<file path="src/rtl/mezz_jtag_pkg.sv">
// mezz_jtag_pkg: TAP state encoding, IR codes and the per-instruction DR table
package mezz_jtag_pkg;

   typedef enum logic [3:0] {
      EXIT2_DR         = 4'h0,
      EXIT1_DR         = 4'h1,
      SHIFT_DR         = 4'h2,
      PAUSE_DR         = 4'h3,
      SELECT_IR        = 4'h4,
      UPDATE_DR        = 4'h5,
      CAPTURE_DR       = 4'h6,
      SELECT_DR        = 4'h7,
      EXIT2_IR         = 4'h8,
      EXIT1_IR         = 4'h9,
      SHIFT_IR         = 4'hA,
      PAUSE_IR         = 4'hB,
      RUN_TEST_IDLE    = 4'hC,
      UPDATE_IR        = 4'hD,
      CAPTURE_IR       = 4'hE,
      TEST_LOGIC_RESET = 4'hF
   } tap_state_t;

   localparam logic [4:0] IDCODE   = 5'h11;
   localparam logic [4:0] ASDWRITE = 5'h09;
   localparam logic [4:0] ASDREAD  = 5'h0A;
   localparam logic [4:0] SETUP0   = 5'h12;
   localparam logic [4:0] SETUP1   = 5'h13;
   localparam logic [4:0] SETUP2   = 5'h14;
   localparam logic [4:0] CONTROL0 = 5'h15;
   localparam logic [4:0] CONTROL1 = 5'h16;
   localparam logic [4:0] STATUS0  = 5'h17;
   localparam logic [4:0] STATUS1  = 5'h18;
   localparam logic [4:0] BYPASS   = 5'h1F;

   typedef struct packed {
      logic [8:0] len;
      logic       wr;
      logic       rb;
   } dr_info_t;

   // status DRs carry {9-bit shift count, 5-bit tag}; anything unlisted behaves as BYPASS
   function automatic dr_info_t dr_len(input logic [4:0] ir);
      case (ir)
         IDCODE:   return {9'd32, 1'b0, 1'b0};
         ASDWRITE: return {9'd256, 1'b1, 1'b0};
         ASDREAD:  return {9'd256, 1'b0, 1'b1};
         SETUP0:   return {9'd64, 1'b1, 1'b0};
         SETUP1:   return {9'd32, 1'b1, 1'b0};
         SETUP2:   return {9'd16, 1'b1, 1'b0};
         CONTROL0: return {9'd8, 1'b1, 1'b0};
         CONTROL1: return {9'd12, 1'b1, 1'b0};
         STATUS0:  return {9'd14, 1'b0, 1'b0};
         STATUS1:  return {9'd14, 1'b0, 1'b0};
         default:  return {9'd1, 1'b0, 1'b0};
      endcase
   endfunction

endpackage

</file>
<file path="src/rtl/mezz_jtag_tap_fsm.sv">
// mezz_jtag_tap_fsm: IEEE 1149.1 TAP controller stepped by a synchronized tck rise
module mezz_jtag_tap_fsm
   import mezz_jtag_pkg::*;
(
   input  logic       clk,
   input  logic       rst_n,
   input  logic       en,
   input  logic       tms,
   output tap_state_t state,
   output logic       capture_ir,
   output logic       shift_ir,
   output logic       update_ir,
   output logic       capture_dr,
   output logic       shift_dr,
   output logic       update_dr,
   output logic       tlr
);

   tap_state_t state_nx;

   // state register, moves only on a tck rise
   always_ff @(posedge clk or negedge rst_n)
      if (!rst_n) state <= TEST_LOGIC_RESET;
      else if (en) state <= state_nx;

   // standard 16-state transition table
   always_comb
      case (state)
         TEST_LOGIC_RESET: state_nx = tms ? TEST_LOGIC_RESET : RUN_TEST_IDLE;
         RUN_TEST_IDLE:    state_nx = tms ? SELECT_DR : RUN_TEST_IDLE;
         SELECT_DR:        state_nx = tms ? SELECT_IR : CAPTURE_DR;
         CAPTURE_DR:       state_nx = tms ? EXIT1_DR : SHIFT_DR;
         SHIFT_DR:         state_nx = tms ? EXIT1_DR : SHIFT_DR;
         EXIT1_DR:         state_nx = tms ? UPDATE_DR : PAUSE_DR;
         PAUSE_DR:         state_nx = tms ? EXIT2_DR : PAUSE_DR;
         EXIT2_DR:         state_nx = tms ? UPDATE_DR : SHIFT_DR;
         UPDATE_DR:        state_nx = tms ? SELECT_DR : RUN_TEST_IDLE;
         SELECT_IR:        state_nx = tms ? TEST_LOGIC_RESET : CAPTURE_IR;
         CAPTURE_IR:       state_nx = tms ? EXIT1_IR : SHIFT_IR;
         SHIFT_IR:         state_nx = tms ? EXIT1_IR : SHIFT_IR;
         EXIT1_IR:         state_nx = tms ? UPDATE_IR : PAUSE_IR;
         PAUSE_IR:         state_nx = tms ? EXIT2_IR : PAUSE_IR;
         EXIT2_IR:         state_nx = tms ? UPDATE_IR : SHIFT_IR;
         UPDATE_IR:        state_nx = tms ? SELECT_DR : RUN_TEST_IDLE;
         default:          state_nx = TEST_LOGIC_RESET;
      endcase

   // per-state action strobes for the datapath
   always_comb begin
      capture_ir = state == CAPTURE_IR;
      shift_ir   = state == SHIFT_IR;
      update_ir  = state == UPDATE_IR;
      capture_dr = state == CAPTURE_DR;
      shift_dr   = state == SHIFT_DR;
      update_dr  = state == UPDATE_DR;
      tlr        = state == TEST_LOGIC_RESET;
   end

endmodule

</file>
<file path="src/rtl/mezz_jtag_tap_responder.sv">
// mezz_jtag_tap_responder: oversampled JTAG TAP target with loop-back shadow DR; MEZZ_TAP_ERRINJ_EN adds TDO error injection
module mezz_jtag_tap_responder
   import mezz_jtag_pkg::*;
#(
   parameter int          IR_LEN       = 5,
   parameter int          DR_MAX       = 256,
   parameter logic [31:0] IDCODE_VALUE = 32'h8B8A_C3B1,
   parameter int          SYNC_STAGES  = 2
) (
   input  logic              clk,
   input  logic              rst_n,
   input  logic              tck,
   input  logic              tms,
   input  logic              tdi,
   output logic              tdo,
   output logic              tdo_oe,
   output tap_state_t        tap_state,
   output logic [IR_LEN-1:0] instr,
   output logic              update_pulse,
   output logic [IR_LEN-1:0] update_instr,
   output logic [DR_MAX-1:0] update_data,
   output logic              dr_overrun
`ifdef MEZZ_TAP_ERRINJ_EN
   ,
   input  logic              errinj,
   input  logic [8:0]        errinj_bit
`endif
);

   localparam int AW = $clog2(DR_MAX);
   localparam int CW = $clog2(DR_MAX + 1);

   logic [SYNC_STAGES-1:0] tck_q, tms_q, tdi_q;
   logic tck_d, tck_s, tms_s, tdi_s, tck_rise, tck_fall, inj;
   logic capture_ir, shift_ir, update_ir, capture_dr, shift_dr, update_dr, tlr;
   logic [IR_LEN-1:0] ir_sh, tag;
   logic [DR_MAX-1:0] dr_sh, sh_next, cap_val, mask;
   logic [CW-1:0] cnt;
   dr_info_t info;

   assign tck_s    = tck_q[SYNC_STAGES-1];
   assign tms_s    = tms_q[SYNC_STAGES-1];
   assign tdi_s    = tdi_q[SYNC_STAGES-1];
   assign tck_rise = tck_s & ~tck_d;
   assign tck_fall = ~tck_s & tck_d;
   assign info     = dr_len(instr);
   assign mask     = {DR_MAX{1'b1}} >> (DR_MAX - int'(info.len));

`ifdef MEZZ_TAP_ERRINJ_EN
   assign inj = errinj && shift_dr && cnt == errinj_bit;
`else
   assign inj = 1'b0;
`endif

   // bring the JTAG pins into the clk domain and keep the last tck for edge detection
   always_ff @(posedge clk or negedge rst_n)
      if (!rst_n) begin
         tck_q <= '0;
         tms_q <= '0;
         tdi_q <= '0;
         tck_d <= 1'b0;
      end else begin
         tck_q <= {tck_q[SYNC_STAGES-2:0], tck};
         tms_q <= {tms_q[SYNC_STAGES-2:0], tms};
         tdi_q <= {tdi_q[SYNC_STAGES-2:0], tdi};
         tck_d <= tck_s;
      end

   mezz_jtag_tap_fsm u_fsm (
      .clk        (clk),
      .rst_n      (rst_n),
      .en         (tck_rise),
      .tms        (tms_s),
      .state      (tap_state),
      .capture_ir (capture_ir),
      .shift_ir   (shift_ir),
      .update_ir  (update_ir),
      .capture_dr (capture_dr),
      .shift_dr   (shift_dr),
      .update_dr  (update_dr),
      .tlr        (tlr)
   );

   // Capture-DR value, trimmed to the active length; readback mirrors the last ASDWRITE
   always_comb
      cap_val = mask & (instr == IDCODE ? DR_MAX'(IDCODE_VALUE)
              : (instr == STATUS0 || instr == STATUS1) ? DR_MAX'({cnt, tag})
              : ((info.wr && tag == instr) || (info.rb && tag == ASDWRITE)) ? update_data : '0);

   // shift toward bit 0, new tdi enters at the top of the active length
   always_comb begin
      sh_next = dr_sh >> 1;
      sh_next[AW'(info.len - 9'd1)] = tdi_s;
   end

   // capture/shift on tck rise, tdo and update on tck fall, TLR drops the shifters
   always_ff @(posedge clk or negedge rst_n)
      if (!rst_n) begin
         ir_sh        <= '0;
         instr        <= IDCODE;
         dr_sh        <= '0;
         update_data  <= '0;
         tag          <= '0;
         cnt          <= '0;
         tdo          <= 1'b0;
         tdo_oe       <= 1'b0;
         update_pulse <= 1'b0;
         update_instr <= '0;
         dr_overrun   <= 1'b0;
      end else begin
         update_pulse <= 1'b0;
         if (tck_rise) begin
            if (capture_ir) ir_sh <= IR_LEN'(1);
            if (shift_ir) ir_sh <= {tdi_s, ir_sh[IR_LEN-1:1]};
            if (capture_dr) begin
               dr_sh <= cap_val;
               cnt   <= '0;
            end
            if (shift_dr) begin
               dr_sh <= sh_next;
               cnt   <= cnt == CW'(DR_MAX) ? cnt : cnt + 1'b1;
               if (cnt >= CW'(info.len)) dr_overrun <= 1'b1;
            end
         end
         if (tck_fall) begin
            tdo    <= shift_ir ? ir_sh[0] : dr_sh[0] ^ inj;
            tdo_oe <= shift_ir | shift_dr;
            if (update_ir) instr <= ir_sh;
            if (update_dr && info.wr) begin
               update_data  <= dr_sh & mask;
               tag          <= instr;
               update_pulse <= 1'b1;
               update_instr <= instr;
            end
         end
         if (tlr) begin
            instr <= IDCODE;
            ir_sh <= '0;
            dr_sh <= '0;
         end
      end

endmodule
</file>
<file path="config.mk">
export PLATFORM = sky130hd
export DESIGN_NAME = mezz_jtag_tap_responder
export DESIGN_NICKNAME = d
export VERILOG_FILES = /design/src/rtl/mezz_jtag_pkg.sv /design/src/rtl/mezz_jtag_tap_fsm.sv /design/src/rtl/mezz_jtag_tap_responder.sv
export SDC_FILE = /design/constraint.sdc
export NUM_CORES = 1
export LEC_CHECK = 0
export ABC_AREA = 1
export ABC_CLOCK_PERIOD_IN_PS = 6800
export CAP_MARGIN = 10
export CORE_UTILIZATION = 48
export DETAILED_ROUTE_END_ITERATION = 16
export DONT_BUFFER_PORTS = 1
export GPL_TIMING_DRIVEN = 0
export PLACE_DENSITY_LB_ADDON = 0.3
export SYNTH_ARGS = -nofsm -noshare
export SYNTH_HDL_FRONTEND = slang
export SYNTH_HIERARCHICAL = 1
export SYNTH_SLANG_ARGS = --single-unit
</file>
<file path="constraint.sdc">
create_clock -name clk -period 6.8 [get_ports clk]
set_input_delay 1.36 -clock clk [delete_from_list [all_inputs] [get_ports clk]]
set_output_delay 1.36 -clock clk [all_outputs]
set_load 0.1 [all_outputs]
</file>
==> impl_metrics.tcl <==
set metrics [dict create \
    yosysMostFrequentCell "nand2_1" \
    nets 3748 \
    tightestPinTransition_ns 1.99 \
    hold_viol_final 0 \
    max-cap-violations 0 \
    ys.flop_type "dfrtp_1" \
    finalClockSkew_ns 0.0185 \
    fp.coreArea_um2 57900 \
    htree_levels 2 \
    antenna_found_initial 3 \
    grt_first_pass_wirelength_um 149000 \
    cts_buffer_depth 3 \
    required_ns 7.39 \
    rows 88 \
    initial_core_util 0.488 \
    drt_pre_antenna_iters 6 \
    drive_above_1_share 0.0765 \
    io_pins 279 \
    wl_per_cell_um 21.4 \
    numCtsBuffers 61 \
    drc_errors 0 \
    cpMostUsedCell "nand2_1" \
    cts_tree "yes" \
    instances_no_fill 4541 \
    max_freq_mhz 201 \
    cp-start-kind "register" \
    clock-root-buffer "clkbuf_16" \
    synth_top_area_share 0.483 \
    crit_buf_inv 4 \
    crit_type "register to register" \
    worst_ir_drop_vdd_mv 0.244 \
    top_layer "met5" \
    period_share 0.730 \
    synthTopCellsByCount "nand2_1, dfrtp_1, nand3_1" \
    postSynthAreaPerCell_um2 7.72 \
    fin_area_um2 31400 \
    syn-num-nets 3685 \
    end_kind "register" \
    dpl_cell_area_um2 29200 \
    path_clk_slew_ns 0.06 \
    cts_hold_buf 0 \
    worstPathCellList "inv_1 -> ha_1 -> nand2_1 -> nand2_1 -> nand3_1 -> ha_1 -> buf_1 -> inv_1 -> nand2_1 -> nand2_2 -> inv_1 -> nand3_2 -> nor2_2 -> nand2_1 -> nand2_1 -> nand3_1 -> nand2_1 -> nand2_1 -> nand2_1" \
    setup_viol 0 \
    met3_length_um 10100 \
    die_area_um2 59800 \
    violations "slew limit" \
    crit_fanout 10 \
    cts.sinks 551 \
    dp.cells 4427 \
    slowest_stage "dfrtp_1" \
    yosys_warnings 6 \
    synthArstFlopShare 1.00 \
    rsz0062_at_grt "no" \
    grt-ovfl-total 0 \
    fp.dieH_um 245 \
    hold_path_class "register to register" \
    ys_ff_latch 551 \
    synthTopCellsByArea "dfrtp_1, nand2_1, nand3_1" \
    track_usage 0.322 \
    grt_pass1_vias 24500 \
    drt-total-wl_um 97100 \
    vias 26400 \
    ant_nets 0 \
    setup_tns_ns 0 \
    diodes 0 \
    cts_resized 0 \
    grt_max_degree 552 \
    rrSetupSlack_ns 1.84 \
    place_congestion 1.02 \
    synth.largest_area_cell "dfrtp_1" \
    route.met2.wl_um 43000 \
    power.density_nw_per_um2 356 \
    worstPathArrival_ns 5.55 \
    wl_met1_um 40500 \
    io_buffers 0 \
    timing.slew.headroom -0.329 \
    ys_types 46 \
    cp_top_family "simple AND/OR/NAND/NOR gates" \
    critPathMaxStageDelay_ns 1.11 \
    dp_hpwl_um 67000 \
    syn_to_final_growth_pct 11.2 \
    netlist_instances 3662 \
    dr.first_iter.drc_count 3113 \
    outcome "finished with violations" \
    p_leak_nw 14.5 \
    post_cts_buffers 0 \
    mappedNetlistArea_um2 28300 \
    finalMaxSlewViolations 226 \
    die_w_um 245 \
    yosysSeqAreaShare 0.488 \
    synth_edf_count 0 \
    fin_crit_ns 4.96 \
    clkLatencyLatePin_ns 0.65 \
    vias_per_cell 5.80 \
]
## cell families (layout without fill, tap and decap cells)
| group | count (synthesis) | in the layout | synth area share |
|---|---|---|---|
| AND/OR/NAND/NOR | 1937 | 1937 | 0.296 |
| XOR/XNOR | 3 | 3 | 0.000930 |
| flip-flops | 551 | 551 | 0.488 |
| buffers and inverters | 568 | 682 | 0.0812 |
| AO/OA/AOI/OAI | 585 | 585 | 0.126 |
| adder cells (fa/ha/maj) | 18 | 18 | 0.00797 |
## metrics by stage
stage,total power (W),setup slack (ns),util,hold slack (ns)
floorplan,0.00618,3.13,-,0.331
global placement,0.00746,2.06,0.504,0.335
detailed placement,0.00747,2.05,0.504,0.335
CTS,0.0111,2.06,0.543,0.348
global route,0.0116,1.63,0.543,0.368
finish,0.0112,1.84,0.543,0.347
## where the power goes
group          total, W  switching (W)  leakage (nW)  internal, W
logic           0.00388        0.00305          5.78     0.000825
clock network   0.00366        0.00146          1.09      0.00220
registers       0.00366       0.000310          7.65      0.00335
## sequential cells by signal (all words and copies together) (netlist names), 2 cells and up
register     count
u_fsm/state      4
tck_q            2
tdi_q            2
tms_q            2
dr_sh          256
ir_sh            5
instr            5
tag              5
update_data    256
cnt              9
## routing by layer
layer | GRT usage | vias up
li1 | - | 12200
met1 | 0.452 | 12700
met2 | 0.487 | 1286
met3 | 0.0736 | 208
met4 | 0.115 | 6
met5 | 0 | -
## path summary, 6_finish.rpt
check                          from          endpoint  cells past startpoint
max                        instr[1]        dr_sh[118]                     19
min                        tck_q[0]          tck_q[1]                      0
max reg2reg                instr[1]        dr_sh[118]                     19
min reg2reg                tck_q[0]          tck_q[1]                      0
max in group asynchronous     rst_n  update_data[249]                      0
min in group asynchronous     rst_n  update_data[209]                      0
## layout make-up
class | instances | area [um2]
buffer | 253 | 1100
clock buffer | 87 | 1820
tap | 765 | 957
clock inverter | 27 | 400
inverter | 315 | 1190
fill | 5522 | 26500
sequential | 551 | 13800
multi-input combinational | 2543 | 12200
## cell usage in the layout (no fill, tap or decap), types with 3 or more instances in the layout
cell	count
clkbuf_8	17
a21oi_1	42
buf_1	45
o21ai_1	27
dfstp_2	6
buf_4	14
ha_1	18
dfrtp_1	545
a21oi_2	6
nor2_4	10
nor2_1	76
nand3_1	361
clkinvlp_4	4
inv_2	11
o22ai_1	44
nand4_1	107
buf_6	7
nor3_1	16
nand2_2	24
o31ai_1	145
o31ai_2	19
inv_1	298
clkbuf_1	155
clkbuf_16	62
o21ai_0	290
o211ai_1	4
nor2_2	20
inv_4	3
clkinv_2	12
buf_2	40
bufinv_16	9
nand3_2	9
nand2_4	6
nand2_1	1300
## worst register-to-register path: stages (launching register included)
cell,delay [ns]
dfrtp_1,1.11
inv_1,0.28
ha_1,0.31
nand2_1,0.09
nand2_1,0.11
nand3_1,0.37
ha_1,0.21
buf_1,0.42
inv_1,0.24
nand2_1,0.14
nand2_2,0.14
inv_1,0.22
nand3_2,0.15
nor2_2,0.60
nand2_1,0.15
nand2_1,0.09
nand3_1,0.08
nand2_1,0.10
nand2_1,0.05
nand2_1,0.07
(Power assumes the default switching activity.)
